## config.mk

```make
export PLATFORM = sky130hd
export DESIGN_NAME = ps2_key_ctrl
export DESIGN_NICKNAME = d
export VERILOG_FILES = /design/src/rtl/ps2_pkg.sv /design/src/rtl/ps2_code_decode.sv /design/src/rtl/ps2_key_ctrl.sv
export SDC_FILE = /design/constraint.sdc
export NUM_CORES = 1
export LEC_CHECK = 0
export BUFFER_PORTS_ARGS = -buffer_cell sky130_fd_sc_hd__buf_2
export CAP_MARGIN = 25
export CORE_AREA = 2 2 57 59
export DETAILED_ROUTE_END_ITERATION = 7
export DIE_AREA = 0 0 59 61
export PLACE_DENSITY_LB_ADDON = 0.2
export SYNTH_ARGS = -nofsm -noshare
export SYNTH_HDL_FRONTEND = slang
export SYNTH_SLANG_ARGS = --single-unit
export TNS_END_PERCENT = 10
```

## constraint.sdc

```tcl
create_clock -name clk -period 2.19 [get_ports clk]
set_input_delay 0.438 -clock clk [delete_from_list [all_inputs] [get_ports clk]]
set_output_delay 0.438 -clock clk [all_outputs]
set_load 0.1 [all_outputs]
```

## src/rtl/ps2_pkg.sv

```systemverilog
// Shared types and default prefix codes for the PS/2 key controller.
package ps2_pkg;

  typedef enum logic [1:0] {
    IDLE   = 2'd0,
    ACK    = 2'd1,
    SETTLE = 2'd2
  } state_t;

  typedef logic [7:0] scan_t;

  localparam scan_t BRK_CODE_DEF = 8'hF0;
  localparam scan_t EXT_CODE_DEF = 8'hE0;

endpackage

```

## src/rtl/ps2_code_decode.sv

```systemverilog
// Scan-code decoder: prefix flags, make/break/repeat classification, held-key state.
// Optional key history register enabled by PS2_KEY_HIST_EN.
module ps2_code_decode
  import ps2_pkg::*;
#(
  parameter int    CNT_W    = 8,
  parameter scan_t BRK_CODE = BRK_CODE_DEF,
  parameter scan_t EXT_CODE = EXT_CODE_DEF
) (
  input  logic             clk,
  input  logic             rst,
  input  logic             i_stb,
  input  scan_t            i_byte,
  output scan_t            o_cur_key,
  output logic             o_key_ext,
  output logic             o_key_down,
  output logic             o_key_valid,
  output logic [CNT_W-1:0] o_key_cnt
`ifdef PS2_KEY_HIST_EN
  ,
  output logic [23:0]      o_key_hist
`endif
);

  localparam logic [CNT_W-1:0] CNT_ONE = CNT_W'(1);

  logic             r_brk_pend;
  logic             r_ext_pend;
  scan_t            r_cur_key;
  logic             r_key_ext;
  logic             r_key_down;
  logic             r_key_valid;
  logic [CNT_W-1:0] r_key_cnt;

  logic w_is_brk;
  logic w_is_ext;
  logic w_match;
  logic w_release;
  logic w_repeat;
  logic w_press;

  // A code matches the held key only if its extended-ness matches too.
  always_comb begin
    w_is_brk  = (i_byte == BRK_CODE);
    w_is_ext  = (i_byte == EXT_CODE);
    w_match   = (i_byte == r_cur_key) && (r_ext_pend == r_key_ext);
    w_release = !w_is_brk && !w_is_ext && r_brk_pend && w_match;
    w_repeat  = !w_is_brk && !w_is_ext && !r_brk_pend && r_key_down && w_match;
    w_press   = !w_is_brk && !w_is_ext && !r_brk_pend && !w_repeat;
  end

  always_ff @(posedge clk or negedge rst) begin
    if (!rst) begin
      r_brk_pend  <= 1'b0;
      r_ext_pend  <= 1'b0;
      r_cur_key   <= '0;
      r_key_ext   <= 1'b0;
      r_key_down  <= 1'b0;
      r_key_valid <= 1'b0;
      r_key_cnt   <= '0;
    end else begin
      r_key_valid <= 1'b0;
      if (i_stb) begin
        if (w_is_brk) begin
          r_brk_pend <= 1'b1;
        end else if (w_is_ext) begin
          r_ext_pend <= 1'b1;
        end else begin
          r_brk_pend <= 1'b0;
          r_ext_pend <= 1'b0;
          if (w_release) begin
            r_cur_key  <= '0;
            r_key_ext  <= 1'b0;
            r_key_down <= 1'b0;
          end else if (w_press) begin
            r_cur_key   <= i_byte;
            r_key_ext   <= r_ext_pend;
            r_key_down  <= 1'b1;
            r_key_valid <= 1'b1;
            r_key_cnt   <= r_key_cnt + CNT_ONE;
          end
        end
      end
    end
  end

`ifdef PS2_KEY_HIST_EN
  logic [23:0] r_key_hist;

  always_ff @(posedge clk or negedge rst) begin
    if (!rst) begin
      r_key_hist <= '0;
    end else if (i_stb && w_press) begin
      r_key_hist <= {r_key_hist[15:0], i_byte};
    end
  end

  assign o_key_hist = r_key_hist;
`endif

  assign o_cur_key   = r_cur_key;
  assign o_key_ext   = r_key_ext;
  assign o_key_down  = r_key_down;
  assign o_key_valid = r_key_valid;
  assign o_key_cnt   = r_key_cnt;

endmodule

```

## src/rtl/ps2_key_ctrl.sv

```systemverilog
// Drains the ps2_keyboard FIFO (one byte per 3 cycles) and feeds the scan-code decoder.
// Define PS2_KEY_HIST_EN to add the key_hist output.
module ps2_key_ctrl
  import ps2_pkg::*;
#(
  parameter int    CNT_W    = 8,
  parameter scan_t BRK_CODE = BRK_CODE_DEF,
  parameter scan_t EXT_CODE = EXT_CODE_DEF
) (
  input  logic             clk,
  input  logic             rst,
  input  logic [7:0]       ps2_byte,
  input  logic             ps2_ready,
  input  logic             ps2_ovf,
  input  logic             ovf_clr,
  output logic             nextdata_n,
  output logic [7:0]       cur_key,
  output logic             key_ext,
  output logic             key_down,
  output logic             key_valid,
  output logic [CNT_W-1:0] key_cnt,
`ifdef PS2_KEY_HIST_EN
  output logic [23:0]      key_hist,
`endif
  output logic             ovf_sticky
);

  state_t r_state;
  state_t w_state_nxt;
  logic   r_nextdata_n;
  scan_t  r_byte;
  logic   r_ovf_sticky;
  logic   w_stb;

  always_ff @(posedge clk or negedge rst) begin
    if (!rst) begin
      r_state      <= IDLE;
      r_nextdata_n <= 1'b1;
    end else begin
      r_state      <= w_state_nxt;
      r_nextdata_n <= (w_state_nxt != ACK);
    end
  end

  // SETTLE gives the FIFO a cycle to advance its read pointer before ready is trusted again.
  always_comb begin
    w_state_nxt = r_state;
    case (r_state)
      IDLE:    if (ps2_ready) w_state_nxt = ACK;
      ACK:     w_state_nxt = SETTLE;
      SETTLE:  w_state_nxt = IDLE;
      default: w_state_nxt = IDLE;
    endcase
  end

  always_ff @(posedge clk) begin
    if (r_state == IDLE && ps2_ready) begin
      r_byte <= ps2_byte;
    end
  end

  assign w_stb = (r_state == ACK);

  // Set has priority so an overflow in the clearing cycle is never lost.
  always_ff @(posedge clk or negedge rst) begin
    if (!rst) begin
      r_ovf_sticky <= 1'b0;
    end else if (ps2_ovf) begin
      r_ovf_sticky <= 1'b1;
    end else if (ovf_clr) begin
      r_ovf_sticky <= 1'b0;
    end
  end

  ps2_code_decode #(
    .CNT_W    (CNT_W),
    .BRK_CODE (BRK_CODE),
    .EXT_CODE (EXT_CODE)
  ) u_decode (
    .clk         (clk),
    .rst         (rst),
    .i_stb       (w_stb),
    .i_byte      (r_byte),
    .o_cur_key   (cur_key),
    .o_key_ext   (key_ext),
    .o_key_down  (key_down),
    .o_key_valid (key_valid),
    .o_key_cnt   (key_cnt)
`ifdef PS2_KEY_HIST_EN
    ,
    .o_key_hist  (key_hist)
`endif
  );

  assign nextdata_n = r_nextdata_n;
  assign ovf_sticky = r_ovf_sticky;

endmodule
```

# Word-level counts from Yosys, hierarchy flattened

Cells that the tools add are included.
Widths: inputs -> output; s select.

Bits in registers: 33
Memories: 0
ROM bits: 0
Latch bits: 0
Bits in writable memories: 0
Output and inout bits: 21
Input port bits: 13
Logic and storage cells: 60

Equal/unequal tests: 7
Order comparisons: 0
Add/subtract/negate cells: 1
Div/mod/pow operators: 0
Multipliers: 0
Mux-type cells: 18
Shift-type cells: 0
Reduce and logical (&&, ||, !) cells: 20
Bitwise operators: 3

Operators by type and width:

| operator            | count |
|---|---|
| $eq 8x8->1 const B  | 2 |
| $mux 8              | 2 |
| $mux 1              | 14 |
| $logic_and 1x1->1   | 9 |
| $add 8x1->8 const B | 1 |
| $eq 8x8->1          | 1 |
| $reduce_and 5->1    | 1 |
| $logic_not 1->1     | 4 |
| $ne 2x1->1 const B  | 2 |
| $pmux 2 s2          | 1 |
| $reduce_and 2->1    | 2 |
| $reduce_and 4->1    | 1 |
| $reduce_bool 2->1   | 2 |
| $not 1->1           | 3 |
| $eq 2x1->1 const B  | 1 |
| $logic_not 2->1     | 1 |
| $mux 2              | 1 |
| $eq 1x1->1          | 1 |

# Logic depth before layout (Yosys ltp)

Depth after elaboration: 13
Mapped depth: 7
Mapped depth without buffers: 6

# Hierarchy

A second synthesis with hierarchy kept.

Cell total of the unflattened synthesis: 126
Area total of the unflattened synthesis: 1,537.7 µm²

Modules (own cells, without submodules):

| module          | times used | sequential area each (µm²) | area each (µm²) | cells each |
|---|---|---|---|---|
| ps2_code_decode | 1          | 525.5                      | 1,156.1         | 107 |
| ps2_key_ctrl    | 1          | 341.6                      | 381.6           | 19 |

# Worst setup path before layout

OpenSTA, ideal clock, no wires.

Path type: flip-flop to flip-flop
Start: reg u_decode.r_cur_key[7] (netlist: u_decode.o_cur_key[7])
End: reg u_decode.r_key_cnt[1] (netlist: u_decode.o_key_cnt[1])
Stages on the path, launching flop included: 6
Setup time: 0.126 ns
Arrival time: 2.183 ns
Setup slack: -0.119 ns
Required time: 2.064 ns
Buffers on the path: 0
Period minus slack after synthesis: 2.309 ns
Path through: dfrtp_1 > xor2_1 > nor4_2 > nand4_1 > nand3_1 > mux2_2

Cells in the longest elaborated chain, start to end: 6
Elaborated cells between the ends (all ways): 8
Those cells by class: eq/ne: 1; bitwise: 1; reduce/logical: 6

Ends and longest elaborated chain:

| item                                  | line                  | RTL |
|---|---|---|
| from (decl)                           | ps2_code_decode.sv:29 | `scan_t r_cur_key;` |
| from (signal assigned)                | ps2_code_decode.sv:76 | `r_cur_key <= i_byte;` |
| $eq 8x8->1 (*)                        | ps2_code_decode.sv:46 | `w_match = (i_byte == r_cur_key) && (r_ext_pend == r_key_ext);` |
| $logic_and 1x1->1 (*)                 | ps2_code_decode.sv:46 |  |
| $logic_and 1x1->1                     | ps2_code_decode.sv:48 | `w_repeat = !w_is_brk && !w_is_ext && !r_brk_pend && r_key_down && w_match;` |
| $logic_not 1->1                       | ps2_code_decode.sv:49 | `w_press = !w_is_brk && !w_is_ext && !r_brk_pend && !w_repeat;` |
| $logic_and 1x1->1                     | ps2_code_decode.sv:49 |  |
| $reduce_and 5->1 (no source line) (*) | -                     |  |
| to (signal assigned)                  | ps2_code_decode.sv:80 | `r_key_cnt <= r_key_cnt + CNT_ONE;` |
| to (decl)                             | ps2_code_decode.sv:33 | `logic [CNT_W-1:0] r_key_cnt;` |

Every way passes the cells marked *; elsewhere a longest branch is shown, timed or not.
A chain may end at the register's enable or synchronous reset.

# Final worst setup path

Start: reg r_byte[7]
End: reg u_decode.r_cur_key[7] (netlist: u_decode.o_cur_key[7])

Cells in the longest elaborated chain, start to end: 10
Elaborated cells between the ends (all ways): 20
Those cells by class: eq/ne: 3; mux: 2; bitwise: 2; reduce/logical: 13

Ends and longest elaborated chain:

| item                               | line                                                                | RTL |
|---|---|---|
| from (decl)                        | ps2_key_ctrl.sv:31                                                  | `scan_t r_byte;` |
| from (signal assigned)             | ps2_key_ctrl.sv:58                                                  | `r_byte <= ps2_byte;` |
| $eq 8x8->1 (on tied branches)      | ps2_code_decode.sv:44, ps2_code_decode.sv:45                        |  |
| $logic_not 1->1                    | ps2_code_decode.sv:47, ps2_code_decode.sv:48, ps2_code_decode.sv:49 |  |
| $logic_and 1x1->1                  | ps2_code_decode.sv:47, ps2_code_decode.sv:48, ps2_code_decode.sv:49 |  |
| $logic_and 1x1->1                  | ps2_code_decode.sv:48, ps2_code_decode.sv:49                        |  |
| $logic_and 1x1->1 (2 in series)    | ps2_code_decode.sv:48                                               |  |
| $logic_not 1->1                    | ps2_code_decode.sv:49                                               |  |
| $logic_and 1x1->1                  | ps2_code_decode.sv:49                                               |  |
| $reduce_bool 2->1 (no source line) | -                                                                   |  |
| $reduce_and 4->1 (no source line)  | -                                                                   |  |

Parallel ways exist; a longest one is shown, timed or not. The select of a mux whose other input is x is not followed.

==> metrics <==
Initial Util=0.522; GRT overflow=0; H-tree levels=2; Routed wire per std cell=15.0 um; Hold Crit Class=in -> async; CTS Buf Count=5; Setup violations, final=0; Synth Area in Simple Gates=0.179; top cells by area, synth=dfrtp_1 (39%), edfxtp_1 (16%), xor2_1 (5.1%); syn_area_per_cell=11.8 um^2; async set-or-reset flop fraction in the synthesized netlist=0.758; antenna violations before repair=0; # port buffers=33; core area=2950 um^2; Reg area=872 um^2; CTS tree=built; Arr. time, crit path=2.11 ns; crit share post-route=0.863; Tmin final=1.89 ns; Antenna Diode Count=0; synth unique cells=32; vias in the first global route=1090; sequential-to-total area share from yosys stat=0.563; Final Hold Violating Endpoints=0; hold_buf cts=0; clk_lat worst skew=0.35 ns; die height=61 um; CP Max Fanout=6; clk sinks=33; cell area after synthesis=1540 um^2; Cell Chain, Critical Path=xor2_1 > nor4_2 > and3_2 > o21ai_2 > a221o_1; post-synth top area share=0.390; combinational family with the most area after synthesis=simple AND/OR/NAND/NOR gates; clk buf depth=2; root buffer selected by CTS=clkbuf_4; area post-placement=1730 um^2; worst setup path class=reg -> reg; DRT iter0 DRCs=38; Worst R2R Setup Slack=0.30 ns; Synth Flop Type=dfrtp_1; via density per instance=5.65; most common cell in the synthesized netlist=dfrtp_1; Synth Area in Adders=0.00812; gp weighted congestion=0.877; Slowest Stage Delay on Critical Path=0.46 ns; setup TNS=0 ns; largest net degree at the start of global routing=26; row cnt=20; Yosys warning count=0; Max Cap Violations=0; status=complete, no violations; share of layout cells above drive strength 1=0.345; Detailed Route WL=3.02 mm; Pins Over Slew Limit=0; post-CTS setup buffers=0; CP startpoint kind=register; DRC Markers=0; post-route cell area=1780 um^2; number of fill cells=251; Syn Nets=144; slowest CP cell=edfxtp_1; fmax=0.529 GHz; GRT Util Overall=0.192; post-route ant nets=0; Nets=181; Post-synth EDFFs=8; WP data required=2.41 ns; Worst-path clk slew=0.10 ns; area of the multi-input gates=604 um^2; Syn Inst Count=130; FF+latch count, synth=33; Die Span X=59 um; Synth top cells by count=dfrtp_1 (24), and3_1 (12), inv_1 (9), xor2_1 (9); compound-cell area share of the yosys netlist=0.107; first-pass GRT wire length=4.81 mm; mux share of post-synthesis cell area=0.00731; normalized max-slew margin=0.630; dominant cell type by area after synthesis=dfrtp_1; RSZ-0062 raised after global routing=no; xor/xnor share of the synthesized area=0.0910; area delta synth->final=15.5%; worst-margin pin slew=0.555 ns; Setup Skew=0.0146 ns; Ports=34; First-pass DRT Iterations=4; DPL Wire Length=2.21 mm; cts repair resizes=0; vias=1136; Die ar.=3600 um^2; CP endpoint kind=register
## per-stage QoR
step	util	hold WS [ns]	cells	setup slack (ns)
floorplan	-	0.142	130	0.00223
global placement	0.585	0.454	193	0.321
detailed placement	0.585	0.455	193	0.314
CTS	0.603	0.0645	201	0.296
global route	0.603	0.0944	201	0.170
finish	0.603	0.0626	201	0.301
## worst max-delay path: cells and delay by family, from the launching register on
kind	cells	cell delay [ns]
AO/OA/AOI/OAI	2	0.48
XOR/XNOR	1	0.20
flip-flops	1	0.46
AND/OR/NAND/NOR	2	0.63
## state kept, by name, summed over array words and instances (netlist names)
register and cells:
r_state 2, r_byte 8, nextdata_n 1, u_decode.r_brk_pend 1, u_decode.o_key_valid 1, u_decode.o_cur_key 8
u_decode.o_key_cnt 8, u_decode.o_key_down 1, u_decode.r_ext_pend 1, u_decode.o_key_ext 1, ovf_sticky 1
## routing by layer
| metal | track usage | wire [um] | up-vias |
|---|---|---|---|
| met5 | 0 | 0 | - |
| met4 | 0.166 | 104 | 0 |
| met3 | 0.0554 | 192 | 13 |
| met2 | 0.281 | 1360 | 42 |
| met1 | 0.232 | 1370 | 538 |
| li1 | - | - | 543 |
## placed cells by master, fill, tap and decap left out, types with 2 or more instances in the layout
cell	instances
inv_1	9
nand4b_1	2
nand4_1	3
nand3_1	3
and3_1	12
nor2_1	6
dfrtp_1	20
edfxtp_1	8
o221ai_1	3
dfrtp_2	4
xor2_1	9
nor3_1	3
nand2_1	8
xnor2_1	7
a221o_1	6
buf_2	33
a21oi_1	5
clkbuf_4	5
and3_2	5
clkinv_2	2
## kinds of logic after synthesis
family / count (synthesis)
DFF: 33
xor gates and xnor gates: 16
AOI/OAI and AO/OA: 18
buffers and inverters: 14
muxes: 1
and+or+nand+nor: 47
adders and majority gates: 1
## path summary, 6_finish.rpt
kind / start / end / depth (start not counted)
min: rst / u_decode.o_cur_key[3]$_DFFE_PN0P_ / 1
max in group asynchronous: rst / u_decode.o_cur_key[4]$_DFFE_PN0P_ / 1
max: r_byte[7]$_DFFE_PP_ / u_decode.o_cur_key[7]$_DFFE_PN0P_ / 5
max reg2reg: r_byte[7]$_DFFE_PP_ / u_decode.o_cur_key[7]$_DFFE_PN0P_ / 5
min reg2reg: ovf_sticky$_DFFE_PN0P_ / ovf_sticky$_DFFE_PN0P_ / 1
min in group clk: ps2_ready / nextdata_n$_DFF_PN1_ / 2
## final cells by class
class / count / share of cell area
sequential: 33 / 0.490
multi-input combinational: 83 / 0.340
timing repair buffer: 34 / 0.0970
clock buffer: 6 / 0.0232
tap: 33 / 0.0232
inverter: 10 / 0.0211
clock inverter: 2 / 0.00563
Power is not shown: default switching activity piles up to over one toggle a cycle in this logic, so the estimate is an artifact.
